**src/rtl/demux32_buf4.sv**
```systemverilog
// demux32_buf4: routes one input word per cycle to one of four output lanes.
// Each lane is an independent FIFO of DEPTH entries, and each lane has its own
// valid/ready handshake.
// A full lane blocks only the words that are addressed to it. A pop on a lane
// never frees space for a push in the same cycle.
module demux32_buf4 #(
  parameter int WIDTH = 32,
  parameter int DEPTH = 2
) (
  input  logic             Clk,
  input  logic             Rst,
  input  logic [WIDTH-1:0] In,
  input  logic             InValid,
  input  logic [1:0]       sel,
  output logic             InReady,
  output logic [WIDTH-1:0] Out0,
  output logic [WIDTH-1:0] Out1,
  output logic [WIDTH-1:0] Out2,
  output logic [WIDTH-1:0] Out3,
  output logic [3:0]       OutValid,
  input  logic [3:0]       OutReady,
  output logic             Busy
);

  localparam int AW = $clog2(DEPTH);

  logic [WIDTH-1:0] head [4];
  logic [3:0]       full;
  logic [3:0]       push;

  // Input readiness looks only at the addressed lane's registered fill level.
  assign InReady = ~full[sel];

  // Decode an accepted word into a one-hot write strobe for its lane.
  always_comb begin
    push = '0;
    if (InValid && InReady) begin
      push[sel] = 1'b1;
    end
  end

  genvar g;
  for (g = 0; g < 4; g++) begin : g_lane
    logic [AW-1:0]    wr_ptr;
    logic [AW-1:0]    rd_ptr;
    logic [AW:0]      count;
    logic [WIDTH-1:0] mem [DEPTH];
    logic             pop;

    assign pop         = OutReady[g] && (count != '0);
    assign OutValid[g] = (count != '0);
    assign full[g]     = (count == (AW+1)'(DEPTH));
    assign head[g]     = mem[rd_ptr];

    // Lane pointers and occupancy; the pointers wrap naturally because DEPTH is a power of two.
    always_ff @(posedge Clk or negedge Rst) begin
      if (!Rst) begin
        wr_ptr <= '0;
        rd_ptr <= '0;
        count  <= '0;
      end else begin
        if (push[g]) begin
          wr_ptr <= wr_ptr + AW'(1);
        end
        if (pop) begin
          rd_ptr <= rd_ptr + AW'(1);
        end
        case ({push[g], pop})
          2'b10:   count <= count + (AW+1)'(1);
          2'b01:   count <= count - (AW+1)'(1);
          default: count <= count;
        endcase
      end
    end

    // Lane storage has no reset; a slot is only read after it has been written.
    always_ff @(posedge Clk) begin
      if (push[g]) begin
        mem[wr_ptr] <= In;
      end
    end
  end

  assign Out0 = head[0];
  assign Out1 = head[1];
  assign Out2 = head[2];
  assign Out3 = head[3];
  assign Busy = |OutValid;

endmodule
```
**config.mk**
```make
export PLATFORM = sky130hd
export DESIGN_NAME = demux32_buf4
export DESIGN_NICKNAME = d
export VERILOG_FILES = /design/src/rtl/demux32_buf4.sv
export SDC_FILE = /design/constraint.sdc
export NUM_CORES = 1
export LEC_CHECK = 0
export ABC_AREA = 1
export BUFFER_PORTS_ARGS = -buffer_cell sky130_fd_sc_hd__buf_2
export CORE_UTILIZATION = 47
export DETAILED_ROUTE_END_ITERATION = 12
export GPL_ROUTABILITY_DRIVEN = 0
export PLACE_DENSITY_LB_ADDON = 0.25
export SLEW_MARGIN = 20
export SYNTH_ARGS = -nofsm -noshare
export SYNTH_HDL_FRONTEND = slang
export SYNTH_SLANG_ARGS = --single-unit
```
**constraint.sdc**
```tcl
create_clock -name Clk -period 5.35 [get_ports Clk]
set_clock_uncertainty 0.05 [all_clocks]
set_input_delay 0.2675 -clock Clk [delete_from_list [all_inputs] [get_ports Clk]]
set_output_delay 0.2675 -clock Clk [all_outputs]
set_load 0.02 [all_outputs]
```
# Word level (Yosys, flattened, before mapping)
# Memory sizes are Yosys's and may differ from the RTL's.
# Cells that the tools add are included.
# totals
register_bits	16
ramBits	256
input_bits	41
out_inout_bits	134
elab_cells	79
memories	4
# classes
addsub	16
order_cmp	2
n_eq_ne	12
n_mux	17
n_bitwise	1
reduce_logical	15
# mem_list
memory	words	width	rd	rd_clocked_by_memory_dff	write_ports	line	text
g_lane[0].mem	2	32	1	0	1	47	logic [WIDTH-1:0] mem [DEPTH];
g_lane[1].mem	2	32	1	0	1	47	
g_lane[2].mem	2	32	1	0	1	47	
g_lane[3].mem	2	32	1	0	1	47	
# op_table
cell	count
$eq A2 B2 Y1 const B	8
$pmux W2 S2	4
$reduce_bool A2 Y1	8
$mux W1	10
$add A1 B1 Y1 const B	8
$add A2 B1 Y2 const B	4
$eq A2 B1 Y1 const B	4
$sub A2 B1 Y2 const B	4
$logic_and A1 B1 Y1	6
$mux W4	1
$reduce_or A4 Y1	1
$lt A2 B3 Y1 const B	1
$bmux W1 S2	1
$demux W1 S2	1
$ge A2 B1 Y1 const B	1
$not A1 Y1	1

# Depth between registers and ports, before layout
# depth
word_depth	8
mapped_depth	10

# Worst setup path before layout
# No wires, ideal clock.
# synth_path
kind	flip-flop to flip-flop
from	reg g_lane[1].count[1]
to	mem g_lane[0].mem[1][0], enable pin
setup_time_ns	0.421
arrival_ns	2.312
setup_slack_ns	2.567
path_stages_with_launch	8
n_path_buf	0
synth_period_minus_slack_ns	2.783
path_cell_list	dfrtp_1 -> inv_1 -> nor2_1 -> nand2_1 -> nand2_2 -> nor2_8 -> nand3_2 -> nor2_1
# synth_via
elab_chain_cells	8
# synth_lines
element	line	text
start: declaration	46	logic [AW:0] count;
start signal: assignment	69	2'b10: count <= count + (AW+1)'(1);
start signal: assignment	70	2'b01: count <= count - (AW+1)'(1);
start signal: assignment	71	default: count <= count;
$eq A2 B2 Y1	52	assign full[g] = (count == (AW+1)'(DEPTH));
$bmux W1 S2	32	assign InReady = ~full[sel];
$mux W1 (implied by the code)	32	
$not A1 Y1	32	
named net InReady	15	output logic InReady,
$logic_and A1 B1 Y1	37	if (InValid && InReady) begin
$mux W4	37	
$mux W1	78	if (push[g]) begin
$mux W1 (implied by the code)	79	mem[wr_ptr] <= In;
end: declaration	47	
# The timed path passes the listed nets, and every way through them passes these cells. The select of a mux whose other input is x is not followed.

# Worst setup path after layout
# layout_path
from	reg g_lane[1].rd_ptr
to	out Out1[31]
# layout_via
elab_chain_cells	1
# layout_lines
element	line	text
start: declaration	45	logic [AW-1:0] rd_ptr;
start signal: assignment	66	rd_ptr <= rd_ptr + AW'(1);
$mem_v2 Z2 W32	-	
end: declaration	17	output logic [WIDTH-1:0] Out1,
# No other way between the ends.

==> key figures <==
Run status
  – Status: complete, no violations

Route
  – Routed Antenna Nets: 0
  – Final WL: roughly 22 mm
  – Initial DRT Pass Iterations: 5
  – Detailed Route Iter0 Violations: 450
  – WL/cell: between 15 and 20 um
  – Wl on met1: 9.879 mm
  – Drc violations: 0
  – Via-per-instance ratio: between 4 and 5
  – Wire length on met3: 1.288 mm
  – DR WL met2: ~11 mm
  – Via Count: just over 6000
  – Max Used Layer: met4

Floorplan
  – Die ar.: 0.02225 sq mm
  – Die width: 149.2 um
  – Die Y: approximately 150 um
  – Ports: approximately 180
  – Area of the core: approximately 0.021 sq mm
  – Rows: 53
  – Initial core utilization: 48.11%

Power and ir drop
  – P_leak: 5.282 nW
  – Maximum VDD drop: about 0.30 mV
  – Total Power: 6.745 mW
  – Pwr/cell area: 534.8 mW/mm^2

Synth
  – Cells after Synth: around 800
  – Share of the yosys chip area belonging to registers: about 79%
  – Syn avg cell area: 13.05 sq um
  – Cell Area, Synth: 0.01018 sq mm
  – Flops & latches, synth: about 270
  – Yosys cell types: 19
  – Synth warn: 0
  – Synth async-reset ratio: 5.882%
  – Synth Flop Type: edfxtp_1
  – EDFF count, synth: between 200 and 300
  – Mapped Nets: ~830

Placed design
  – DP HPWL: around 14 mm
  – I/O Buffers: ~170

Final layout
  – Seq. cell area: between 0.008 and 0.009 sq mm
  – Multi-input gate area: 0.001898 sq mm
  – Most common cell after layout, fill and taps aside: nand2_1
  – Share of cells above drive strength 1: 23.74%
  – Layout Nets: roughly 1000
  – Commonest non-fill, non-tap cells in the layout: 401 x nand2_1, 256 x edfxtp_1, 174 x buf_2
  – Synth-to-Final Area Change: 23.92%
  – Fillers: 1646
  – # diodes: 0

CTS
  – CTS max path bufs: 3
  – # Post-CTS Setup Buffers: 0
  – CTS tree: done
  – # clock sinks: between 200 and 300
  – CTS Hold Bufs: 31
  – Cts bufs inserted: 26
  – Later-pin clock latency in the skew report: ~0.52 ns
  – CTS HTree Levels: 1
  – # resized after CTS: 0
  – Clk slew on worst S/H paths: 0.06 ns
  – Root buffer cell: clkbuf_16

Timing
  – Hold slack final: between 0.008 and 0.009 ns
  – Final Max Tran Viols: 0
  – Unrepaired setup endpoints after global routing: no
  – Final setup vio count: 0
  – Setup TNS: 0 ns
  – Worst slew pin tran: 1.076 ns
  – Final Hold Fails: 0
  – Min cycle time layout: 2.523 ns
  – Fmax: roughly 0.40 GHz
  – Part of the cycle the worst path needs: 47.17%
  – Worst slew margin: between 20% and 30%

Setup path
  – Critical path fanouts, max: 19
  – Worst Setup Path Type: reg2out
  – Critical Path End Type: output port
  – Worst Setup Start Kind: flop
  – CP arrival: between 2 and 2.5 ns
  – CP required: 5.03 ns

Global routing
  – GRT Total Usage: between 20% and 30%
  – Gr ovfl total: 0
  – Largest net degree at the start of global routing: 34
  – Vias in the first global route: between 6000 and 7000
  – Global-route wire length before repair: between 30 and 40 mm
  – Antenna violations before repair: 0

Run
  – Max Cap Viol: 0

Min path
  – Worst min path class: in2reg
-- power by group --
group          internal (mW)  leakage, nW  switching [mW]  total [mW]
Combinational          0.606         2.34            1.62        2.23
Sequential              2.53         2.51          0.0691        2.60
Clock                   1.16        0.439           0.757        1.91
-- path summary, 6_finish.rpt --
check / slack (ns) / startpoint / cells after the start / endpoint
max: 2.83 / g_lane[1].rd_ptr / 5 / Out1[31]
min: 0.008 / OutReady[1] / 3 / g_lane[1].rd_ptr
max in group asynchronous: 4.82 / Rst / 2 / g_lane[0].count[1]
min in group asynchronous: 0.16 / Rst / 2 / g_lane[1].count[1]
max reg2reg: 2.99 / g_lane[0].count[1] / 8 / g_lane[0].mem[0][23]
min reg2reg: 0.44 / g_lane[1].wr_ptr / 2 / g_lane[1].wr_ptr
-- critical path: stages, from the launching register on --
cell,delay [ns]
dfrtp_1,0.35
clkinv_1,0.51
buf_4,0.45
nand2_1,0.08
nand2_1,0.10
buf_2,0.18
-- cell type report --
| class | count | share of cell area, % |
|---|---|---|
| Sequential cell | 272 | 64.13 |
| Clock inverter | 18 | 1.696 |
| Multi-Input combinational cell | 452 | 15.05 |
| Timing Repair Buffer | 217 | 10.18 |
| Tap cell | 275 | 2.728 |
| Clock buffer | 29 | 5.417 |
| Inverter | 27 | 0.8036 |
-- stage by stage --
step	instances	cell area, sq um	worst slack (ns)	util [%]
2_1_floorplan	780	10180	2.567	-
6_report	1290	12610	2.827	59.62
3_3_place_gp	1211	11380	3.034	53.82
3_5_place_dp	1211	11380	2.947	53.82
4_1_cts	1289	12590	2.618	59.53
5_1_grt	1290	12610	2.631	59.62
-- state kept, by name, summed over array words and instances, names as in the netlist --
register       count
g_lane.wr_ptr      4
g_lane.mem       256
g_lane.count       8
g_lane.rd_ptr      4
-- cells by family (layout without fill, tap and decap cells) --
logic type	count (synthesis)	in the layout	share of synthesized area, %
adder cells (fa/ha/maj)	4	4	0.4918
AND/OR/NAND/NOR	428	428	16.44
buffers and inverters	56	291	2.176
flip-flops	272	272	79.47
AO/OA/AOI/OAI	8	8	0.3934
XOR/XNOR	12	12	1.033
-- synth_stat cells, types with 2 or more instances --
master,instances,share of area (%)
nand3_2,4,0.39
nand2_1,401,15
nand4_1,5,0.31
dfrtp_1,16,3.9
inv_1,22,0.81
nor2_1,12,0.44
xnor2_1,4,0.34
clkinv_1,4,0.15
a21oi_1,4,0.20
nand2_2,2,0.12
buf_2,9,0.44
nor2_2,3,0.18
ha_1,4,0.49
xor2_1,8,0.69
edfxtp_1,256,76
clkbuf_1,20,0.74
o21ai_0,4,0.20
-- metal layers --
| layer | track usage (%) | up-vias |
|---|---|---|
| li1 | - | 3032 |
| met1 | 29.14 | 2980 |
| met2 | 32.88 | 183 |
| met3 | 3.119 | 33 |
| met4 | 5.765 | 0 |
| met5 | 0 | - |
(Power assumes the default switching activity.)
